===== src/rtl/mem_lsu_if.sv =====
`default_nettype none
// ============================================================================
// Module      : mem_lsu_if
// Description : Data-memory request/response bundle between the MEM-stage
//               load/store unit and the data memory.
//               master : req, we, be, addr, wdata out; gnt, rvalid, rdata in
//               slave  : the mirror image
// Revision    : 1.0 - initial release
// ============================================================================
interface mem_lsu_if #(
    parameter int XLEN = 32
);
    logic            req;
    logic            we;
    logic [3:0]      be;
    logic [XLEN-1:0] addr;
    logic [XLEN-1:0] wdata;
    logic            gnt;
    logic            rvalid;
    logic [XLEN-1:0] rdata;

    modport master (
        output req, we, be, addr, wdata,
        input  gnt, rvalid, rdata
    );

    modport slave (
        input  req, we, be, addr, wdata,
        output gnt, rvalid, rdata
    );
endinterface
`default_nettype wire


===== src/rtl/mem_lsu.sv =====
`default_nettype none
// ============================================================================
// Module      : mem_lsu
// Description : MEM-stage load/store unit for a 5-stage RV32I pipeline.
//               Issues one req/gnt/rvalid data-memory access at a time,
//               builds byte enables and lane-replicated store data, formats
//               returned load data and stalls the pipeline while busy.
// Ports       : clk_i, rst_i (async, active-high)
//               valid_i, mem_read_i, mem_write_i, funct3_i, alu_result_i,
//               rs2_data_i                       - EX/MEM-registered inputs
//               dmem (mem_lsu_if.master)         - data-memory port
//               load_data_o, load_valid_o        - load result to MEM/WB
//               stall_o                          - hold IF..MEM
//               misaligned_o                     - misaligned access flag
// Options     : `define MEM_MISALIGN_TRAP_EN to suppress misaligned accesses
//               and flag them on misaligned_o; otherwise misaligned_o = 0.
// Revision    : 1.0 - initial release
// ============================================================================
module mem_lsu #(
    parameter int XLEN = 32
) (
    input  wire logic            clk_i,
    input  wire logic            rst_i,
    input  wire logic            valid_i,
    input  wire logic            mem_read_i,
    input  wire logic            mem_write_i,
    input  wire logic [2:0]      funct3_i,
    input  wire logic [XLEN-1:0] alu_result_i,
    input  wire logic [XLEN-1:0] rs2_data_i,
    mem_lsu_if.master            dmem,
    output logic      [XLEN-1:0] load_data_o,
    output logic                 load_valid_o,
    output logic                 stall_o,
    output logic                 misaligned_o
);

    typedef enum logic [1:0] {
        S_IDLE = 2'd0,
        S_REQ  = 2'd1,
        S_WAIT = 2'd2
    } state_t;

    state_t     state_q, state_d;
    logic [1:0] off_q,   off_d;
    logic [2:0] f3_q,    f3_d;

    logic            w_access;
    logic            w_is_byte;
    logic            w_is_half;
    logic            w_misaligned;
    logic            w_issue;
    logic            w_req;
    logic [3:0]      w_be;
    logic [XLEN-1:0] w_wdata;
    logic [7:0]      w_lane_b;
    logic [15:0]     w_lane_h;
    logic [XLEN-1:0] w_fmt;

    assign w_access  = valid_i & (mem_read_i | mem_write_i);
    // 000/100 are byte, 001/101 are half; every other code is a word.
    assign w_is_byte = (funct3_i[1:0] == 2'b00);
    assign w_is_half = (funct3_i[1:0] == 2'b01);

`ifdef MEM_MISALIGN_TRAP_EN
    // Only a fresh access in IDLE can be misaligned; later states hold an
    // access that was already accepted as aligned.
    assign w_misaligned = w_access & (state_q == S_IDLE) &
                          ((w_is_half & alu_result_i[0]) |
                           (!w_is_byte && !w_is_half && (alu_result_i[1:0] != 2'b00)));
`else
    assign w_misaligned = 1'b0;
`endif

    assign w_issue = (state_q == S_IDLE) & w_access & !w_misaligned;
    // Reset gates the combinational request so it drops asynchronously.
    assign w_req   = !rst_i & (w_issue | (state_q == S_REQ));

    // Byte enables and replicated store data (loads reuse the enables).
    always_comb begin
        w_be    = 4'b1111;
        w_wdata = rs2_data_i;
        if (w_is_byte) begin
            w_be    = 4'b0001 << alu_result_i[1:0];
            w_wdata = {4{rs2_data_i[7:0]}};
        end else if (w_is_half) begin
            w_be    = alu_result_i[1] ? 4'b1100 : 4'b0011;
            w_wdata = {2{rs2_data_i[15:0]}};
        end
    end

    assign dmem.req   = w_req;
    assign dmem.we    = mem_write_i;
    assign dmem.be    = w_be;
    assign dmem.addr  = {alu_result_i[XLEN-1:2], 2'b00};
    assign dmem.wdata = w_wdata;

    // Next-state logic; offset/size are captured only when a load is granted
    // so formatting is immune to EX/MEM changes during WAIT.
    always_comb begin
        state_d = state_q;
        off_d   = off_q;
        f3_d    = f3_q;
        case (state_q)
            S_IDLE: begin
                if (w_issue) begin
                    if (dmem.gnt) state_d = mem_write_i ? S_IDLE : S_WAIT;
                    else          state_d = S_REQ;
                end
            end
            S_REQ: begin
                if (dmem.gnt) state_d = mem_write_i ? S_IDLE : S_WAIT;
            end
            S_WAIT: begin
                if (dmem.rvalid) state_d = S_IDLE;
            end
            default: state_d = S_IDLE;
        endcase
        if (w_req && dmem.gnt && !mem_write_i) begin
            off_d = alu_result_i[1:0];
            f3_d  = funct3_i;
        end
    end

    always_ff @(posedge clk_i or posedge rst_i) begin
        if (rst_i) begin
            state_q <= S_IDLE;
            off_q   <= 2'b00;
            f3_q    <= 3'b000;
        end else begin
            state_q <= state_d;
            off_q   <= off_d;
            f3_q    <= f3_d;
        end
    end

    // Load formatting from the registered offset/size.
    always_comb begin
        w_lane_b = dmem.rdata[{off_q, 3'b000} +: 8];
        w_lane_h = off_q[1] ? dmem.rdata[31:16] : dmem.rdata[15:0];
        case (f3_q[1:0])
            2'b00:   w_fmt = {{(XLEN-8){!f3_q[2] & w_lane_b[7]}}, w_lane_b};
            2'b01:   w_fmt = {{(XLEN-16){!f3_q[2] & w_lane_h[15]}}, w_lane_h};
            default: w_fmt = dmem.rdata;
        endcase
    end

    assign load_valid_o = !rst_i & (state_q == S_WAIT) & dmem.rvalid;
    assign load_data_o  = load_valid_o ? w_fmt : '0;
    assign stall_o      = !rst_i & ((w_req & !(mem_write_i & dmem.gnt)) |
                                    ((state_q == S_WAIT) & !dmem.rvalid));
    assign misaligned_o = !rst_i & w_misaligned;

endmodule
`default_nettype wire

===== src/flat_wrapper.sv =====
// flat-port wrapper written by rule: the top's interface ports become plain ports
module mem_lsu_flat 
#(
    parameter int XLEN = 32
)
  (clk_i, rst_i, valid_i, mem_read_i, mem_write_i, funct3_i, alu_result_i, rs2_data_i, load_data_o, load_valid_o, stall_o, misaligned_o, dmem_req, dmem_we, dmem_be, dmem_addr, dmem_wdata, dmem_gnt, dmem_rvalid, dmem_rdata);
  mem_lsu_if #(.XLEN(XLEN)) dmem_i ();
  input  wire logic clk_i;
  input  wire logic rst_i;
  input  wire logic valid_i;
  input  wire logic mem_read_i;
  input  wire logic mem_write_i;
  input  wire logic [2:0] funct3_i;
  input  wire logic [XLEN-1:0] alu_result_i;
  input  wire logic [XLEN-1:0] rs2_data_i;
  output logic      [XLEN-1:0] load_data_o;
  output logic load_valid_o;
  output logic stall_o;
  output logic misaligned_o;
  output wire logic [$bits(dmem_i.req)-1:0] dmem_req;
  output wire logic [$bits(dmem_i.we)-1:0] dmem_we;
  output wire logic [$bits(dmem_i.be)-1:0] dmem_be;
  output wire logic [$bits(dmem_i.addr)-1:0] dmem_addr;
  output wire logic [$bits(dmem_i.wdata)-1:0] dmem_wdata;
  input wire logic [$bits(dmem_i.gnt)-1:0] dmem_gnt;
  input wire logic [$bits(dmem_i.rvalid)-1:0] dmem_rvalid;
  input wire logic [$bits(dmem_i.rdata)-1:0] dmem_rdata;
  assign dmem_req = dmem_i.req;
  assign dmem_we = dmem_i.we;
  assign dmem_be = dmem_i.be;
  assign dmem_addr = dmem_i.addr;
  assign dmem_wdata = dmem_i.wdata;
  assign dmem_i.gnt = dmem_gnt;
  assign dmem_i.rvalid = dmem_rvalid;
  assign dmem_i.rdata = dmem_rdata;
  mem_lsu #(.XLEN(XLEN)) u_core (.clk_i(clk_i), .rst_i(rst_i), .valid_i(valid_i), .mem_read_i(mem_read_i), .mem_write_i(mem_write_i), .funct3_i(funct3_i), .alu_result_i(alu_result_i), .rs2_data_i(rs2_data_i), .dmem(dmem_i), .load_data_o(load_data_o), .load_valid_o(load_valid_o), .stall_o(stall_o), .misaligned_o(misaligned_o));
endmodule

===== config.mk =====
export PLATFORM = sky130hd
export DESIGN_NAME = mem_lsu_flat
export DESIGN_NICKNAME = d
export VERILOG_FILES = /design/src/rtl/mem_lsu_if.sv /design/src/rtl/mem_lsu.sv /design/src/flat_wrapper.sv
export SDC_FILE = /design/constraint.sdc
export NUM_CORES = 1
export LEC_CHECK = 0
export CELL_PAD_IN_SITES_DETAIL_PLACEMENT = 1
export CELL_PAD_IN_SITES_GLOBAL_PLACEMENT = 1
export CORE_MARGIN = 2
export CORE_UTILIZATION = 17
export CTS_CLUSTER_DIAMETER = 150
export DETAILED_ROUTE_END_ITERATION = 8
export GPL_TIMING_DRIVEN = 0
export PLACE_DENSITY_LB_ADDON = 0.1
export SYNTH_ARGS = -nofsm -noshare
export SYNTH_HDL_FRONTEND = slang
export SYNTH_SLANG_ARGS = --single-unit
export TNS_END_PERCENT = 5

===== constraint.sdc =====
create_clock -name clk_i -period 2.46 [get_ports clk_i]
set_input_delay 0.492 -clock clk_i [delete_from_list [all_inputs] [get_ports clk_i]]
set_output_delay 0.492 -clock clk_i [all_outputs]
set_load 0.01 [all_outputs]

==> results of run 1 <==
==> final cells by class <==
class / count / area, um2
plain buffers: 58 / 464.2
multi-input cells: 167 / 1251
fillers: 1256 / 6394
inverters: 13 / 48.80
repair buffers: 183 / 1729
well taps: 136 / 170.2
flip-flops and latches: 7 / 175.2
clock buffers: 4 / 45.04
==> placed cells by master, fill, tap and decap left out, types with 8 or more instances in the layout <==
cell type / Yosys / final
nor2_1: 12 / 11
dlygate4sd2_1: 0 / 32
o21ai_1: 8 / 11
mux2_1: 22 / 22
nand2_1: 56 / 54
clkdlybuf4s50_1: 0 / 119
inv_1: 12 / 12
buf_6: 2 / 9
buf_4: 43 / 47
buf_2: 5 / 19
mux2i_1: 9 / 8
==> kinds of logic after synthesis <==
kind of cell	Yosys count	share of synthesized area
buffers and inverters	71	0.2502
other	1	0.002089
DFF	7	0.09756
and+or+nand+nor	81	0.2021
AOI/OAI and AO/OA	45	0.2146
muxes	38	0.2334
==> Yosys cell counts (all sizes together), types with 4 or more instances <==
cell | n | share of area
a21oi | 4 | 0.017
dfrtp | 7 | 0.098
o21ai | 16 | 0.047
nand2 | 56 | 0.12
a222oi | 7 | 0.039
inv | 13 | 0.027
clkbuf | 5 | 0.010
mux2 | 28 | 0.18
a221oi | 8 | 0.063
nor2 | 13 | 0.031
mux2i | 10 | 0.058
buf | 53 | 0.21
==> flip-flops by register name (all words and copies together) (netlist names) <==
name	flops
u_core.off_q	2
u_core.state_q	2
u_core.f3_q	3
==> worst min-delay path by stage <==
| stage | from | end | slack, ns |
|---|---|---|---|
| after floorplan | rst_i | u_core.f3_q[0] | 0.30 |
| after global placement | u_core.f3_q[2] | u_core.f3_q[2] | 0.51 |
| after detailed placement | u_core.f3_q[2] | u_core.f3_q[2] | 0.52 |
| after CTS | rst_i | u_core.f3_q[1] | 0.37 |
| after global routing | rst_i | u_core.f3_q[1] | 0.39 |
| final | rst_i | u_core.f3_q[1] | 0.36 |
==> power by group through the flow <==
stage | logic [mW] | clock network, mW | registers (mW)
final | 1.02 | 0.154 | 0.171
after floorplan | 0.544 | 0 | 0.160
after detailed placement | 0.968 | 0 | 0.167
after global routing | 1.11 | 0.169 | 0.176
after CTS | 1.02 | 0.159 | 0.169
after global placement | 0.955 | 0 | 0.166
==> per-layer routing <==
layer	wire length, um	track usage	up-vias	share of wire
li1	-	-	1175	-
met1	3258	0.1641	1111	0.39
met2	3988	0.2475	139	0.48
met3	1011	0.05289	4	0.12
met4	46	0.01948	0	0.0055
met5	0	0	-	0
==> what timing repair did <==
item,CTS,global route
setup buffers,5,1
pin swaps,5,3
resized for setup,142,17
setup endpoints to repair,62,28
==> impl_metrics.ini, run 1 <==
[setup_path]
critPathRequiredTime_ns = 1.97
cp-end-kind = primary output
arrival_ns = 2.01
critPathSlowestCell = dfrtp_1
slowest_delay_ns = 0.36
worstSetupPathType = reg -> out
crit_family = compound AO/OA/AOI/OAI gates
r2r_cells = 3
startpoint = u_core.f3_q[1]
endpoint = load_data_o[8]
startpoint_type = flop
reg2reg_slack_ns = 0.82
timing.rr.start = u_core.state_q[1]
crit_fanout = 7
rr_endpoint = u_core.f3_q[1]
path_depth = 6
crit_chain = buf_6, or3_4, o22ai_4, a21oi_4, a221oi_2, clkdlybuf4s15_2
crit_buf_inv = 2

[power_and_ir_drop]
power.internal_mw = 0.7893
sw_frac_of_total = 0.4150
power_density_nw_per_um2 = 347.4
seq_power_share = 0.126
finalPower_mw = 1.349
p_switching_mw = 0.5599
ir_drop_mv = 0.1498
clockPowerShare = 0.115
p_leak_nw = 1.904
pwr-share-comb = 0.759

[grt]
grt_start_max_net_pins = 11
grt_pass1_vias = 2619
grt_pass1_wl_mm = 13.08
antenna_found_initial = 0
overflow = 0
track_usage = 0.1399

[floorplanning]
die_y_um = 106.8
die_area_um2 = 11400
die_w_um = 106.8
core-area_um2 = 10280
num_rows = 37
start_util = 0.1747
ios = 211

[cells_and_area]
final_area_um2 = 3884
utilization = 0.3779
final_nets = 539
layout-drive-gt1-share = 0.2708
instances_no_fill = 568
syn2layout_area_growth_pct = 116.3
n_antenna_cell = 0

[synth]
synth_area_um2 = 1795
yosysUniqueCellTypes = 39
syn_avg_cell_area_um2 = 7.389
ys_seq_elements = 7
async_flop_share = 1.000
synthCells = 243
dominantRegCellSynth = dfrtp_1
synth-edff-count = 0
ys_seq_area_frac = 0.09756
yosys_warnings = 0

[job]
drv_cap = 0

[sta]
rsz0062_at_grt = yes
final_hold_viol_count = 0
hold_ws_ns = 0.3611
finalSetupTns_ns = -0.04244
fin_crit_sh = 1.017
maxClockFrequency_mhz = 399.6
report.final.slew_viol_count = 0
setup_ws_ns = -0.04244
setup_viol = 1
period_needed_ns = 2.502
skew_ns = 0.0004689

[clocking]
clockBufferDepth = 2
htreeDepth = 1
cts_root_buf = clkbuf_8
clk_pin_slew_ns = 0.04
cts_buffers = 3
worst_skew_pair.late_latency_ns = 0.22
cts_tree = done
holdBufCountCts = 0
cts_sinks = 7

[run_status]
failed_checks = negative setup slack
outcome = complete, but fails checks

[routing]
wl_per_cell_um = 14.62
routed_wirelength_mm = 8.305
drt_iter0_drc = 82
dr.pass1.iters = 6
via_per_inst = 4.276
ant_nets = 0
drc = 0
routed-via-count = 2429

[placed_design]
place_inst = 558
hpwlAfterDp_mm = 7.032
pre_cts_ws_ns = -0.7815
portBuffers = 177
place_area_um2 = 3745
gp_congestion = 0.7363

[min_path]
holdCritPathClass = in -> async
(Power assumes the default switching activity.)
==> run 2, diff against run 1 <==
--- a/config.mk
+++ b/config.mk
@@ -5,6 +5,7 @@
 export SDC_FILE = /design/constraint.sdc
 export NUM_CORES = 1
 export LEC_CHECK = 0
+export CAP_MARGIN = 25
 export CELL_PAD_IN_SITES_DETAIL_PLACEMENT = 1
 export CELL_PAD_IN_SITES_GLOBAL_PLACEMENT = 1
 export CORE_MARGIN = 2
==> results of run 2 <==
No change in the layout: final DEF, timing and power equal those of run 1.
